### config.mk
export PLATFORM = sky130hd
export DESIGN_NAME = adc_scan_sequencer
export DESIGN_NICKNAME = d
export VERILOG_FILES = /design/src/rtl/adc_scan_sequencer.sv
export SDC_FILE = /design/constraint.sdc
export NUM_CORES = 1
export LEC_CHECK = 0
export CAP_MARGIN = 20
export CORE_MARGIN = 3
export CORE_UTILIZATION = 23
export DETAILED_ROUTE_END_ITERATION = 7
export GPL_TIMING_DRIVEN = 0
export SYNTH_ARGS = -nofsm -noshare
export SYNTH_HDL_FRONTEND = slang
export SYNTH_SLANG_ARGS = --single-unit
### constraint.sdc
create_clock -name clock_i -period 2.1 [get_ports clock_i]
set_clock_uncertainty 0.2 [all_clocks]
set_input_delay 0.525 -clock clock_i [delete_from_list [all_inputs] [get_ports clock_i]]
set_output_delay 0.525 -clock clock_i [all_outputs]
set_load 0.03 [all_outputs]
### src/rtl/adc_scan_sequencer.sv
// adc_scan_sequencer
// Walks the sensor matrix cell by cell once the ADC reports ready: holds the
// row/column mux selects, waits for the analog path to settle, fires one
// conversion, captures the result and offers it (tagged with its cell) on a
// valid/ready stream. A missing conversion result aborts the frame after
// TIMEOUT cycles; losing adc_ready discards the partial frame.
module adc_scan_sequencer #(
    parameter int ROWS    = 16,
    parameter int COLS    = 16,
    parameter int SETTLE  = 4,
    parameter int DATA_W  = 12,
    parameter int TIMEOUT = 200
) (
    input  logic              clock_i,
    input  logic              reset_i,
    input  logic              adc_ready_i,
    input  logic              scan_en_i,
    output logic              adc_start_o,
    input  logic              adc_done_i,
    input  logic [DATA_W-1:0] adc_data_i,
    output logic [7:0]        row_sel_o,
    output logic [7:0]        col_sel_o,
    output logic [DATA_W-1:0] sample_data_o,
    output logic [7:0]        sample_row_o,
    output logic [7:0]        sample_col_o,
    output logic              sample_valid_o,
    input  logic              sample_ready_i,
    output logic              frame_done_o,
    output logic              timeout_err_o
);

    localparam logic [2:0] S_IDLE    = 3'd0;
    localparam logic [2:0] S_SETTLE  = 3'd1;
    localparam logic [2:0] S_START   = 3'd2;
    localparam logic [2:0] S_CONVERT = 3'd3;
    localparam logic [2:0] S_OUTPUT  = 3'd4;
    localparam logic [2:0] S_NEXT    = 3'd5;

    localparam logic [7:0]  LAST_ROW   = 8'(ROWS - 1);
    localparam logic [7:0]  LAST_COL   = 8'(COLS - 1);
    localparam logic [7:0]  SETTLE_END = 8'(SETTLE - 1);
    localparam logic [15:0] TMO_END    = 16'(TIMEOUT - 1);

    logic [2:0]        state_q,        state_d;
    logic [7:0]        settle_cnt_q,   settle_cnt_d;
    logic [15:0]       tmo_cnt_q,      tmo_cnt_d;
    logic [7:0]        row_q,          row_d;
    logic [7:0]        col_q,          col_d;
    logic              adc_start_q,    adc_start_d;
    logic [DATA_W-1:0] sample_data_q,  sample_data_d;
    logic [7:0]        sample_row_q,   sample_row_d;
    logic [7:0]        sample_col_q,   sample_col_d;
    logic              sample_valid_q, sample_valid_d;
    logic              frame_done_q,   frame_done_d;
    logic              timeout_err_q,  timeout_err_d;

    logic last_cell;

    assign last_cell = (row_q == LAST_ROW) && (col_q == LAST_COL);

    // Next-state and registered-output logic for the scan FSM.
    always_comb begin
        // NOTE: every _d takes its _q value (or pulse default) first, so no branch can leave a latch behind.
        state_d        = state_q;
        settle_cnt_d   = settle_cnt_q;
        tmo_cnt_d      = tmo_cnt_q;
        row_d          = row_q;
        col_d          = col_q;
        sample_data_d  = sample_data_q;
        sample_row_d   = sample_row_q;
        sample_col_d   = sample_col_q;
        sample_valid_d = sample_valid_q;
        adc_start_d    = 1'b0;
        frame_done_d   = 1'b0;
        timeout_err_d  = 1'b0;

        case (state_q)
            S_IDLE: begin
                row_d        = 8'd0;
                col_d        = 8'd0;
                settle_cnt_d = 8'd0;
                tmo_cnt_d    = 16'd0;
                if (adc_ready_i && scan_en_i) begin
                    state_d = S_SETTLE;
                end
            end

            S_SETTLE: begin
                // Start pulse is registered, so it is raised on the edge that enters START.
                if (settle_cnt_q == SETTLE_END) begin
                    settle_cnt_d = 8'd0;
                    adc_start_d  = 1'b1;
                    state_d      = S_START;
                end else begin
                    settle_cnt_d = settle_cnt_q + 8'd1;
                end
            end

            S_START: begin
                tmo_cnt_d = 16'd0;
                state_d   = S_CONVERT;
            end

            S_CONVERT: begin
                if (adc_done_i) begin
                    sample_data_d  = adc_data_i;
                    sample_row_d   = row_q;
                    sample_col_d   = col_q;
                    sample_valid_d = 1'b1;
                    state_d        = S_OUTPUT;
                end else if (tmo_cnt_q == TMO_END) begin
                    timeout_err_d = 1'b1;
                    row_d         = 8'd0;
                    col_d         = 8'd0;
                    tmo_cnt_d     = 16'd0;
                    state_d       = S_IDLE;
                end else begin
                    tmo_cnt_d = tmo_cnt_q + 16'd1;
                end
            end

            S_OUTPUT: begin
                if (sample_ready_i) begin
                    sample_valid_d = 1'b0;
                    frame_done_d   = last_cell;
                    state_d        = S_NEXT;
                end
            end

            S_NEXT: begin
                // Column advances first; row steps when the column wraps.
                state_d = S_SETTLE;
                if (col_q == LAST_COL) begin
                    col_d = 8'd0;
                    if (row_q == LAST_ROW) begin
                        row_d   = 8'd0;
                        state_d = scan_en_i ? S_SETTLE : S_IDLE;
                    end else begin
                        row_d = row_q + 8'd1;
                    end
                end else begin
                    col_d = col_q + 8'd1;
                end
            end

            default: begin
                state_d = S_IDLE;
            end
        endcase

        // Losing the ADC discards everything in flight, including a pending handshake.
        if ((state_q != S_IDLE) && !adc_ready_i) begin
            state_d        = S_IDLE;
            row_d          = 8'd0;
            col_d          = 8'd0;
            settle_cnt_d   = 8'd0;
            tmo_cnt_d      = 16'd0;
            sample_valid_d = 1'b0;
            adc_start_d    = 1'b0;
            frame_done_d   = 1'b0;
            timeout_err_d  = 1'b0;
        end
    end

    // State and output registers with synchronous reset.
    always_ff @(posedge clock_i) begin
        // NOTE: non-blocking assignments so every register samples the pre-edge values together.
        if (reset_i) begin
            state_q        <= S_IDLE;
            settle_cnt_q   <= 8'd0;
            tmo_cnt_q      <= 16'd0;
            row_q          <= 8'd0;
            col_q          <= 8'd0;
            adc_start_q    <= 1'b0;
            sample_data_q  <= '0;
            sample_row_q   <= 8'd0;
            sample_col_q   <= 8'd0;
            sample_valid_q <= 1'b0;
            frame_done_q   <= 1'b0;
            timeout_err_q  <= 1'b0;
        end else begin
            state_q        <= state_d;
            settle_cnt_q   <= settle_cnt_d;
            tmo_cnt_q      <= tmo_cnt_d;
            row_q          <= row_d;
            col_q          <= col_d;
            adc_start_q    <= adc_start_d;
            sample_data_q  <= sample_data_d;
            sample_row_q   <= sample_row_d;
            sample_col_q   <= sample_col_d;
            sample_valid_q <= sample_valid_d;
            frame_done_q   <= frame_done_d;
            timeout_err_q  <= timeout_err_d;
        end
    end

    assign adc_start_o    = adc_start_q;
    assign row_sel_o      = row_q;
    assign col_sel_o      = col_q;
    assign sample_data_o  = sample_data_q;
    assign sample_row_o   = sample_row_q;
    assign sample_col_o   = sample_col_q;
    assign sample_valid_o = sample_valid_q;
    assign frame_done_o   = frame_done_q;
    assign timeout_err_o  = timeout_err_q;

endmodule

==> flow_summary_export.csv <==
group,metric,value,unit
sta,worst_slack,0.0188,ns
global_route,overflow,0,
worst_hold_path,holdPathEnd,"sample_row_o[2]$_SDFFE_PP0P_",
worst_setup_path,reg2reg_to,"col_sel_o[6]$_SDFFE_PP0P_",
worst_hold_path,hold_class,"flop to flop",
worst_hold_path,hold_depth,2,
clock_network,clkLatencyLatePin,0.33,ns
yosys,ys_seq_elements,75,
global_route,use_met2,0.188,
global_route,track_usage,0.118,
sta,grt_setup_unrepaired,"true",
yosys,synth_top_area_share,0.448,
pwr,leakage,2.00,nW
finish,fin_nets,513,
yosys,synth_cells,405,
worst_hold_path,holdCritStartpoint,"sample_row_o[2]$_SDFFE_PP0P_",
global_route,use_met1,0.160,
worst_setup_path,regToRegStartpoint,"tmo_cnt_q[1]$_SDFFE_PP0P_",
route,wl,9.48,mm
place,io_buffer_count,65,
yosys,synth_nets,427,
worst_setup_path,cp_slowest_stage_delay,0.52,ns
sta,worst_pin_slew,0.587,ns
yosys,synth.avg_cell_area,8.27,um2
route,drt_pre_antenna_iters,4,
sta,finalSetupViolations,0,
worst_setup_path,path_class,"flop to flop",
yosys,synth.distinct_cells,54,
route,wl_per_cell,14.0,um
finish,fill_cells,1417,
floorplanning,die_h,127,um
floorplanning,die_x,127,um
global_route,grt_busiest_layer,"met2",
floorplanning,core_area,0.0140,mm2
route,drcViolationCount,0,
worst_setup_path,crit_path_top_delay_cell,"or4_1",
clock_network,numCtsBuffers,9,
yosys,synth.area.top_cells,"dfxtp_1 45%, nand2_1 8.3%, a21oi_1 7.3%",
sta,setup-tns-final,0,ns
clock_network,h-tree-depth,3,
worst_setup_path,path_buf_inv,0,
global_route,grt_first_pass_wirelength,15.6,mm
finish,diodes,0,
clock_network,cts_tree,"done",
finish,multi_input_area,0.00198,mm2
pwr,ir_drop,0.000370,V
clock_network,root_buffer,"clkbuf_16",
yosys,ys_seq_area_frac,0.448,
pwr,clkPwrFrac,0.477,
sta,hold_viol_final,0,
finish,final_cells,675,
global_route,grt_pass1_vias,3112,
route,via_count,3244,
yosys,synth_area,0.00335,mm2
yosys,synthTopCellsByCount,"75 x dfxtp_1, 74 x nand2_1, 49 x a21oi_1, 32 x nor2_1, 15 x nand4_1",
worst_setup_path,path_max_fanout,5,
route,ant_nets,0,
pwr,intPower,2.65,mW
place,place_hpwl,6.61,mm
finish,regArea,0.00151,mm2
pwr,p_sw_frac,0.230,
sta,final_max_slew_viol_count,0,
floorplanning,num_rows,43,
global_route,grt_use_met3,0.0286,
place,place_congestion,0.824,
yosys,synth-main-ff-cell,"dfxtp_1",
route,drt_iter0_drc,201,
finish,syn_to_final_growth,47.5,%
sta,min_period,2.08,ns
sta,max_freq,480,MHz
sta,final.period_utilization,0.991,
yosys,synth_warnings,0,
pwr,pwr-share-comb,0.103,
floorplanning,fp.dieArea,0.0160,mm2
worst_setup_path,reg2reg_slack,0.02,ns
place,dp.cells,650,
sta,slew_headroom,0.605,
clock_network,clkTransAtPathRegs,0.06,ns
global_route,antenna_found_initial,0,
worst_setup_path,end_kind,"flop",
floorplanning,pin_count,66,
pwr,total_power,3.44,mW
worst_setup_path,worstPathRequired,2.16,ns
yosys,synth_area_leader_cell,"dfxtp_1",
yosys,post-synth-top-count-cell,"dfxtp_1",
floorplanning,initial_core_util,0.239,
pwr,p_switching,0.793,mW
worst_setup_path,cp_cell_sequence,"ha_4 > and4b_1 > nand4_4 > a21o_1 > or4_1 > a21oi_2",
global_route,grt_max_degree,20,
route,viasPerCell,4.81,
clock_network,cts_max_path_buffers,2,
place,pre_cts_slack,-0.775,ns
pwr,power_density,696,mW/mm2
job,max_cap_violations,0,
yosys,async_flop_share,0,
outcome,outcome,"completed",
pwr,sequentialPowerShare,0.421,
worst_setup_path,r2r_cells,6,
finish,drive_gt1_frac,0.170,
worst_setup_path,cp-start-kind,"flop",
worst_setup_path,cp_top_family,"simple AND/OR/NAND/NOR gates",
clock_network,cts.sinks,75,
worst_setup_path,worstPathArrival,2.14,ns
yosys,synth_edf_count,0,
-- kinds of logic after synthesis --
kind of cell,Yosys count,share of synthesized area
AND/OR/NAND/NOR,187,0.282
AO/OA/AOI/OAI,94,0.169
flip-flops,75,0.448
buffers and inverters,24,0.0303
XOR/XNOR,19,0.0497
adder cells (fa/ha/maj),4,0.0149
multiplexers,2,0.00598
-- sequential cells by signal (all words and copies together), names as in the netlist, 3 cells and up --
name / cells
sample_col_o: 8
state_q: 3
row_sel_o: 8
tmo_cnt_q: 16
settle_cnt_q: 8
sample_data_o: 12
col_sel_o: 8
sample_row_o: 8
-- layout make-up --
| cell class | instances | area share |
|---|---|---|
| Buffer | 19 | 0.0263 |
| Clock buffer | 10 | 0.0484 |
| Clock inverter | 5 | 0.0157 |
| Inverter | 3 | 0.00228 |
| Multi-Input combinational cell | 306 | 0.402 |
| Sequential cell | 75 | 0.306 |
| Tap cell | 180 | 0.0456 |
| Timing Repair Buffer | 77 | 0.154 |
-- stage by stage --
step / cell area, um2 / hold slack (ns) / utilization
2_1_floorplan: 3360 / 0.271 / -
3_3_place_gp: 4240 / 0.243 / 0.302
3_5_place_dp: 4240 / 0.249 / 0.302
4_1_cts: 4730 / 0.255 / 0.337
5_1_grt: 4940 / 0.274 / 0.352
6_report: 4940 / 0.254 / 0.352
-- routing by layer --
metal / vias up / part of all wire
met5: - / 0
met4: 0 / 0.010
met3: 10 / 0.035
met2: 64 / 0.48
met1: 1554 / 0.48
li1: 1616 / -
-- power by group through the flow --
stage | sequential (mW) | combinational, mW | clock [mW]
3_3_place_gp | 1.48 | 0.263 | 0
3_5_place_dp | 1.48 | 0.267 | 0
5_1_grt | 1.45 | 0.382 | 1.73
2_1_floorplan | 1.48 | 0.167 | 0
6_report | 1.45 | 0.353 | 1.64
4_1_cts | 1.44 | 0.315 | 1.67
-- cells in the final DEF (no fill, tap or decap), types with 4 or more instances in the layout --
cell type        netlist  layout
a311oi_1               4       4
nand3_1               12      12
xor2_1                12      12
clkdlybuf4s50_1        0      29
nand4_1               15      15
nor3_1                 8       7
dlymetal6s2s_1         0      18
clkbuf_16              0       9
buf_4                  0      15
o21ai_0               14      12
nand3b_1               4       4
a31oi_1                6       6
and3_1                 8       6
dfxtp_1               75      70
nor2_1                32      30
xnor2_1                7       7
dlygate4sd2_1          0      18
clkbuf_4               0       4
a21oi_1               49      44
nor2b_1                5       4
nand2_1               74      74
-- worst max-delay path by stage --
stage                              start                         to  slack (ns)  cells after the start
3_3_place_gp                  adc_done_i  tmo_cnt_q[8]$_SDFFE_PP0P_       -0.84                      6
5_1_grt        tmo_cnt_q[1]$_SDFFE_PP0P_  col_sel_o[6]$_SDFFE_PP0P_       -0.04                      6
2_1_floorplan  tmo_cnt_q[1]$_SDFFE_PP0P_  col_sel_o[7]$_SDFFE_PP0P_       0.004                      7
3_5_place_dp                  adc_done_i  tmo_cnt_q[8]$_SDFFE_PP0P_       -0.78                      6
4_1_cts        tmo_cnt_q[1]$_SDFFE_PP0P_  col_sel_o[6]$_SDFFE_PP0P_      0.0004                      6
6_report       tmo_cnt_q[1]$_SDFFE_PP0P_  col_sel_o[6]$_SDFFE_PP0P_        0.02                      6
-- what timing repair did --
action | 4_1_cts | 5_1_grt
hold buffers | 0 | 0
endpoints found under the setup margin | 73 | 79
setup buffers | 5 | 6
resized for setup | 57 | 55
pin swaps | 7 | 9
gates cloned | 0 | 1
-- tightest hold or removal path, cell delays in order, from the launching register on --
cell and delay [ns]:
dfxtp_1 0.30, nand2_1 0.05, a21oi_1 0.05
Power figures use the tool's default switching activity.
